**src/rtl/radix_updown_counter.sv**
```systemverilog
// -----------------------------------------------------------------------------
// radix_updown_counter
//
// Multi-digit base-RADIX up/down counter. NDIGITS digits of DW bits each are
// packed into one registered bus, digit 0 least significant. Digits cascade:
// counting up, a digit at RADIX-1 rolls to 0 and carries into the next digit.
// Counting down, a digit at 0 rolls to RADIX-1 and borrows from the next digit.
// The whole carry/borrow chain settles in one cycle.
//
// Update priority on each rising clk edge: clr > load > en.
//   clr  : every digit goes to 0 (direct=1) or RADIX-1 (direct=0).
//   load : every digit takes its load_val field, clamped to RADIX-1.
//   en   : one step in the direction given by direct.
//
// Optional build macro:
//   SATURATE_EN - the counter holds at all-(RADIX-1) going up and at all-0
//                 going down instead of wrapping; wrap is then always 0.
//
// Parameters:
//   RADIX   - base of each digit, 2..256
//   NDIGITS - number of cascaded digits, 1..16
//   DW      - bits per digit, derived, not overridable
//
// Ports:
//   clk      in   clock, rising edge
//   rst      in   asynchronous active-high reset (count=0, wrap=0)
//   en       in   count enable
//   direct   in   1 = count up, 0 = count down
//   clr      in   synchronous direction-aware clear
//   load     in   synchronous parallel load
//   load_val in   load value, digit i at [i*DW +: DW]
//   count    out  registered counter value, same packing as load_val
//   tc       out  combinational terminal count: en and count at the limit
//                 for the current direction
//   wrap     out  registered one-cycle pulse after a wrapping step
// -----------------------------------------------------------------------------
module radix_updown_counter #(
  parameter int  RADIX   = 3,
  parameter int  NDIGITS = 4,
  localparam int DW      = (RADIX > 2) ? $clog2(RADIX) : 1
) (
  input  logic                    clk,
  input  logic                    rst,
  input  logic                    en,
  input  logic                    direct,
  input  logic                    clr,
  input  logic                    load,
  input  logic [NDIGITS*DW-1:0]   load_val,
  output logic [NDIGITS*DW-1:0]   count,
  output logic                    tc,
  output logic                    wrap
);

  localparam logic [DW-1:0] MAX_DIGIT = DW'(RADIX - 1);

  logic [NDIGITS*DW-1:0] step_val;    // count after one step in direction direct
  logic [NDIGITS*DW-1:0] load_clamp;  // load_val with each field clamped
  logic [NDIGITS*DW-1:0] clr_val;     // direction-dependent clear value
  logic                  ripple;      // carry (up) or borrow (down) into digit i
  logic                  all_max;
  logic                  all_zero;

  // Ripple-carry step across all digits plus limit detection.
  // NOTE: every variable written here gets a default first, so no path
  // leaves one unassigned and no latch is inferred.
  always_comb begin
    step_val = count;
    ripple   = 1'b1;
    all_max  = 1'b1;
    all_zero = 1'b1;
    for (int i = 0; i < NDIGITS; i++) begin
      all_max  = all_max  & (count[i*DW +: DW] == MAX_DIGIT);
      all_zero = all_zero & (count[i*DW +: DW] == '0);
      if (ripple) begin
        if (direct) begin
          step_val[i*DW +: DW] = (count[i*DW +: DW] == MAX_DIGIT) ?
                                 '0 : count[i*DW +: DW] + 1'b1;
          ripple = (count[i*DW +: DW] == MAX_DIGIT);
        end else begin
          step_val[i*DW +: DW] = (count[i*DW +: DW] == '0) ?
                                 MAX_DIGIT : count[i*DW +: DW] - 1'b1;
          ripple = (count[i*DW +: DW] == '0);
        end
      end
    end
  end

  // A limit-reached step is exactly a step whose ripple leaves the top digit,
  // so tc doubles as the "this step wraps" indicator.
  assign tc = en & (direct ? all_max : all_zero);

  // Field clamp: compare one bit wider so RADIX itself is representable when
  // RADIX is a power of two (e.g. 256 with DW=8, where nothing clamps).
  always_comb begin
    load_clamp = load_val;
    for (int i = 0; i < NDIGITS; i++) begin
      if ({1'b0, load_val[i*DW +: DW]} >= (DW+1)'(RADIX))
        load_clamp[i*DW +: DW] = MAX_DIGIT;
    end
  end

  assign clr_val = direct ? '0 : {NDIGITS{MAX_DIGIT}};

  // NOTE: sequential state uses non-blocking assignments so every register
  // samples the pre-edge values, independent of statement order.
  always_ff @(posedge clk or posedge rst) begin
    if (rst) begin
      count <= '0;
      wrap  <= 1'b0;
    end else begin
      wrap <= 1'b0;
      if (clr) begin
        count <= clr_val;
      end else if (load) begin
        count <= load_clamp;
      end else if (en) begin
`ifdef SATURATE_EN
        if (!tc) count <= step_val;
`else
        count <= step_val;
        wrap  <= tc;
`endif
      end
    end
  end

endmodule

```
**config.mk**
```make
export PLATFORM = sky130hd
export DESIGN_NAME = radix_updown_counter
export DESIGN_NICKNAME = d
export VERILOG_FILES = /design/src/rtl/radix_updown_counter.sv
export SDC_FILE = /design/constraint.sdc
export NUM_CORES = 1
export LEC_CHECK = 0
export ABC_AREA = 1
export CAP_MARGIN = 20
export CORE_ASPECT_RATIO = 0.9
export CORE_MARGIN = 2
export CORE_UTILIZATION = 40
export DETAILED_ROUTE_END_ITERATION = 8
export DONT_BUFFER_PORTS = 1
export SYNTH_ARGS = -nofsm -noshare
export SYNTH_HDL_FRONTEND = slang
export SYNTH_SLANG_ARGS = --single-unit
```
**constraint.sdc**
```tcl
create_clock -name clk -period 1.71 [get_ports clk]
set_input_delay 0.0855 -clock clk [delete_from_list [all_inputs] [get_ports clk]]
set_output_delay 0.0855 -clock clk [all_outputs]
set_load 0.005 [all_outputs]
```
==> results of run 1 <==
-- worst max-delay path, cell delays in order, from the launching register on --
cell	delay (ns)
dfrtp_1	0.44
inv_1	0.09
ha_1	0.22
nor2_1	0.24
nor2_1	0.07
nand3_1	0.12
inv_1	0.06
-- sequential cells by signal, indices dropped and copies added (netlist names) --
signal / flops
count: 8
wrap: 1
-- report_power, final --
part	total, W	internal (W)	switching [W]	leakage (nW)
Combinational	0.000244	0.0000927	0.000151	0.401
Clock	0.000182	0.0000903	0.0000916	0.0150
Sequential	0.000273	0.000239	0.0000343	0.116
-- timing repair --
action                                  in CTS  in global routing
hold endpoints to repair                     9                  0
hold buffers                                 1                  0
buffers inserted                             0                  0
endpoints found under the setup margin       0                  0
-- worst paths after layout --
check,startpoint,to,slack (ns),cells past startpoint
setup / recovery,count[2],tc,0.10,6
hold / removal,clr,count[2],0.006,3
setup reg to reg,count[1],count[7],0.21,9
hold reg to reg,count[6],count[6],0.57,2
max in group asynchronous,rst,count[6],1.22,2
min in group asynchronous,rst,count[2],0.21,2
-- cell usage after synthesis (2+ instances only) --
cell and n:
buf_2 2, dfrtp_1 9, ha_1 14, inv_1 22
nand2_1 34, nand2_2 2, nand3_1 19, nand4_1 3
nor2_1 13, o21ai_0 2, o21ai_1 3, o21ai_2 3
-- per-layer routing --
| metal | routed length (µm) | up-vias | GRT usage |
|---|---|---|---|
| met5 | 0 | - | 0 |
| met2 | 1010 | 20 | 0.264 |
| met1 | 996 | 388 | 0.238 |
| met4 | 13 | 0 | 0.0407 |
| met3 | 143 | 4 | 0.0697 |
| li1 | - | 440 | - |
-- logic make-up after synthesis --
kind of cell    after synthesis
compound gates               11
flops                         9
simple gates                 75
buf+inv                      27
fa+ha+maj                    14
-- metrics by stage --
| step | utilization | area (µm²) | hold slack (ns) | worst slack [ns] |
|---|---|---|---|---|
| after floorplan | - | 942 | -0.0866 | 0.392 |
| after global placement | 0.435 | 958 | -0.0290 | 0.274 |
| after detailed placement | 0.435 | 958 | -0.0185 | 0.234 |
| after CTS | 0.452 | 995 | 0.00971 | 0.109 |
| after global routing | 0.452 | 995 | 0.0156 | 0.00300 |
| final | 0.452 | 995 | 0.00611 | 0.102 |
-- layout make-up --
type / instances / area (µm²)
Timing Repair Buffer: 1 / 10.0
Tap cell: 27 / 33.8
Sequential cell: 9 / 225
Inverter: 24 / 92.6
Multi-Input combinational cell: 100 / 607
Clock buffer: 4 / 26.3
Fill cell: 241 / 1210
==> out/results.tsv, run 1 <==
metric	value	unit
Post-CTS Resized	0	
Post-Synth XOR/XNOR Area	0	
dpl cells	160	
H-Tree Depth	1	
RSZ-0062 raised after global routing	no	
final wirelength	2160	µm
area share of the largest cell type after synthesis	0.239	
cts bufs inserted	3	
area grow syn2layout	5.58	%
most frequent cells in the layout	nand2_1 (34), inv_1 (22), nand3_1 (19)	
layout cell share with drive strength beyond 1	0.109	
row cnt	16	
Tot Pwr	0.000699	W
Hold Fails Final Rpt	0	
vias in the first global route	798	
grt total ovfl	0	
Worst setup SP type	flip-flop	
TNS Setup	0	ns
non-filler cells, final	165	
hpwl dp	1670	µm
Syn Nets	164	
critical path class	reg -> out	
first drt pass iteration count	5	
IO Pins	24	
worst skew pair latency	0.28	ns
die area	0.00276	mm²
Req. time, crit path	1.62	ns
cell taking the most area after synthesis	dfrtp_1	
Synth Area in Compound Gates	0.0863	
initial drt markers	18	
leak pwr	0.532	nW
Final Cycle Share	0.941	
initial antenna violation count	0	
CP Capture Type	output port	
Slew Limit Headroom	0.754	
crit path max fanout	4	
setup violators final	0	
Clock Sinks	9	
ranking of synthesized cells by area	dfrtp_1 (24%), ha_1 (19%), nand2_1 (14%), nand3_1 (10%), inv_1 (8.8%)	
FF+latch count, synth	9	
Main synth FF type	dfrtp_1	
first-pass GRT wire length	3530	µm
Pwr Density	703	mW/mm²
DR WL/cell	13.1	µm
Mapped Area	942	µm²
fin. max-slew vios	0	
minimum clock period	1.61	ns
average cell area after synthesis	6.93	µm²
most common cell after layout, fill and taps aside	nand2_1	
main combinational cell family by area after synthesis	simple AND/OR/NAND/NOR gates	
CTS tree	done	
vias	852	
clock root cell	clkbuf_4	
Post-route DRC	0	
skew final	0.0137	ns
Synth Instances	136	
core area	0.00220	mm²
ys async rst share	1.00	
worst path arrival time	1.52	ns
status	completed	
routability cong.	0.853	
area share of and/or/nand/nor cells after synthesis	0.372	
Post-DRT Antenna Nets	0	
Peak VDD IR	0.357	mV
I/O Buffers	0	
hold crit path type	in -> reg	
number of antenna diodes	0	
mux cell area share after synthesis	0	
Netlist cell types	22	
Yosys warning total	0	
Synth Area in Adders	0.186	
max-cap violations	0	
clk slew on worst S/H paths	0.08	ns
mean number of vias per cell	5.16	
Die W	55.2	µm
height of the die	50.0	µm
Starting Density	0.428	
CTS Buffer Depth	2	
worst-margin pin slew	0.369	ns
EDFF count, synth	0	
layout net count	167	
Total GRT Usage	0.177	
Seq/Total Area, Yosys	0.239	
pin count of the biggest net entering global routing	15	
f_max	622	MHz
(Power assumes the default switching activity.)
==> run 2, diff against run 1 <==
--- a/config.mk
+++ b/config.mk
@@ -5,7 +5,6 @@
 export SDC_FILE = /design/constraint.sdc
 export NUM_CORES = 1
 export LEC_CHECK = 0
-export ABC_AREA = 1
 export CAP_MARGIN = 20
 export CORE_ASPECT_RATIO = 0.9
 export CORE_MARGIN = 2
==> out/results.tsv, run 2 <==
metric	value	unit	change
Largest register FFs	8		unchanged
worst path arrival time	1.92	ns	+0.40 ns
CP startpoint	count[1]		
Clock Sinks	9		unchanged
sw frac	0.352		-0.0438
first drt pass iteration count	4		-1
initial antenna violation count	0		unchanged
max-cap violations	0		unchanged
most frequent cells in the layout	ha_1 (12), buf_4 (11), inv_1 (8), dfrtp_1 (8), o21ai_0 (6)		
count leader, synth	ha_1		
worst skew pair latency	0.27	ns	about the same
Reg with most FFs	count		
clock share of power	0.230		-0.030
height of the die	48.8	µm	-2.5%
Peak VDD IR	0.538	mV	+51%
Pwr Density	710	mW/mm²	+1.1%
average cell area after synthesis	9.29	µm²	+34%
pin count of the biggest net entering global routing	21		+6
Worst setup SP type	flip-flop		
final setup margin	-0.0564	ns	-0.158 ns
Post-route DRC	0		unchanged
area share of the largest cell type after synthesis	0.252		+0.0134
number of antenna diodes	0		unchanged
grt total ovfl	0		unchanged
cell taking the most area after synthesis	dfrtp_1		
row cnt	16		unchanged
Synth Area in Adders	0.196		+0.0104
routability cong.	0.799		-6.3%
area share of and/or/nand/nor cells after synthesis	0.130		-0.241
failing checks	setup timing		
Post-DRT Antenna Nets	0		unchanged
f_max	566	MHz	-8.9%
sw power	0.000273	W	-1.5%
setup violators final	2		+2
Hold Fails Final Rpt	0		unchanged
RSZ-0062 raised after global routing	yes		
EDFF count, synth	0		unchanged
Most Crowded Layer GR	met2		
Commonest cells post-synth	ha_1 (14), inv_1 (10), dfrtp_1 (9)		
layout cell share with drive strength beyond 1	0.234		+0.126
CTS tree	done		
ys async rst share	1.00		unchanged
worst-margin pin slew	0.394	ns	+0.0251 ns
FF+latch count, synth	9		unchanged
Tot Pwr	0.000774	W	+11%
mean number of vias per cell	5.34		+3.4%
most common cell after layout, fill and taps aside	ha_1		
initial drt markers	13		-5
Final Cycle Share	1.03		+0.0924
Mapped Area	892	µm²	-5.3%
hpwl dp	1540	µm	-8.2%
Req. time, crit path	1.86	ns	+0.24 ns
Starting Density	0.416		-0.0114
power share of the sequential group	0.356		-0.035
status	finished with violations		
ranking of synthesized cells by area	dfrtp_1 (25%), ha_1 (20%), mux2i_1 (5.6%), o31ai_4 (4.8%), inv_1 (4.2%)		
crit path max fanout	4		unchanged
DR WL/cell	15.9	µm	+22%
I/O Buffers	0		unchanged
die area	0.00262	mm²	-4.9%
Post-Synth XOR/XNOR Area	0		unchanged
IO Pins	24		unchanged
Combinational Power Share	0.415		+0.066
Seq/Total Area, Yosys	0.252		+0.0134
Reg-to-Reg Start	count[1]		
Hold Crit Start	en		
Die W	53.8	µm	-2.5%
clk slew on worst S/H paths	0.07	ns	about the same
Design Area, Final	0.00109	mm²	+9.6%
Syn Nets	124		-24%
Synth Instances	96		-29%
area grow syn2layout	22.2	%	
core area	0.00214	mm²	-2.7%
Power Internal	0.000501	W	+19%
clock root cell	clkbuf_4		
critical path class	reg -> reg		
minimum clock period	1.77	ns	+0.158 ns
M1 GR Usage	0.262		+0.0249
met3 usage	0.0767		+0.00699
vias in the first global route	788		-1.3%
first-pass GRT wire length	3800	µm	+7.8%
Netlist cell types	27		+23%
mux cell area share after synthesis	0.115		+0.115
CTS Buffer Depth	2		unchanged
final wirelength	2200	µm	+1.8%
leak pwr	0.488	nW	-8.2%
layout net count	140		-16%
met2 GRT Util	0.291		+0.0268
Main synth FF type	dfrtp_1		
cts bufs inserted	3		unchanged
Slew Limit Headroom	0.737		-0.0167
fin. max-slew vios	0		unchanged
vias	737		-13%
dpl cell area	991	µm²	+3.4%
hold crit path type	in -> reg		
H-Tree Depth	1		unchanged
Yosys warning total	0		unchanged
Synth Area in Compound Gates	0.236		+0.149
CP Capture Type	flip-flop		
skew final	0.00428	ns	-0.00946 ns
main combinational cell family by area after synthesis	compound AO/OA/AOI/OAI gates		
largest registers	count (8), wrap (1)		
Total GRT Usage	0.197		+0.0196
==> run 2: changes by cell type after synthesis, sizes merged, moves of 4 or more <==
cell / delta
nand2: -32
nand3: -18
inv: -14
nor2: -11
mux2i: +5
a21oi: +4
mux2: +4
nand3b: +4
==> run 2: timing repair <==
item | CTS | global route
setup endpoints to repair | 2 | 3
hold buffers | 5 | 0
endpoints found under the hold margin | 13 | 0
pin swaps | 0 | 2
resized for setup | 0 | 1
buffers inserted | 1 | 2
==> run 2: per-stage QoR <==
step           hold WS [ns]  TNS (ns)  cells   util  setup WS (ns)
6_report             0.0135    -0.110    138  0.509        -0.0564
5_1_grt              0.0250    -0.210    138  0.509        -0.0917
4_1_cts              0.0110   -0.0951    136  0.502        -0.0506
3_5_place_dp        -0.0239   -0.0775    126  0.463        -0.0433
3_3_place_gp        -0.0272   -0.0232    126  0.463        -0.0166
2_1_floorplan       -0.0866    -0.131     96      -        -0.0693
==> run 2: power by group through the flow <==
stage / Clock, W / Combinational [W] / Sequential (W)
after floorplan: 0 / 0.000232 / 0.000274
after detailed placement: 0 / 0.000298 / 0.000279
final: 0.000178 / 0.000321 / 0.000275
after CTS: 0.000182 / 0.000313 / 0.000275
after global routing: 0.000186 / 0.000362 / 0.000279
after global placement: 0 / 0.000290 / 0.000279
==> run 2: worst paths after layout <==
kind	end	slack, ns	cells past startpoint
setup / recovery	count[5]	-0.06	6
hold / removal	count[0]	0.01	2
setup reg to reg	count[5]	-0.06	6
hold reg to reg	count[3]	0.58	1
max in group asynchronous	count[1]	1.18	2
min in group asynchronous	count[3]	0.23	2
==> run 2: layer usage <==
layer,part of all wire,vias up
met3,0.074,2
met5,0,-
li1,-,372
met1,0.44,340
met2,0.48,23
met4,0.0086,0
==> run 2: cell families after synthesis <==
logic type	count (synthesis)
compound gates	28
simple gates	21
buf+inv	15
fa+ha+maj	14
mux	9
flops	9
==> run 2: layout make-up <==
class	count	area [µm²]
tap	27	33.8
multi-input combinational	72	633
clock buffer	4	26.3
timing repair buffer	16	133
inverter	10	37.5
sequential	9	226
fill	196	1050
==> run 2: critical path, stage by stage, from the launching register on <==
cell and delay [ns]:
dfrtp_2 0.40, inv_2 0.06, ha_4 0.15, mux2_4 0.26, a211o_4 0.38, o31ai_4 0.08
mux2_4 0.32
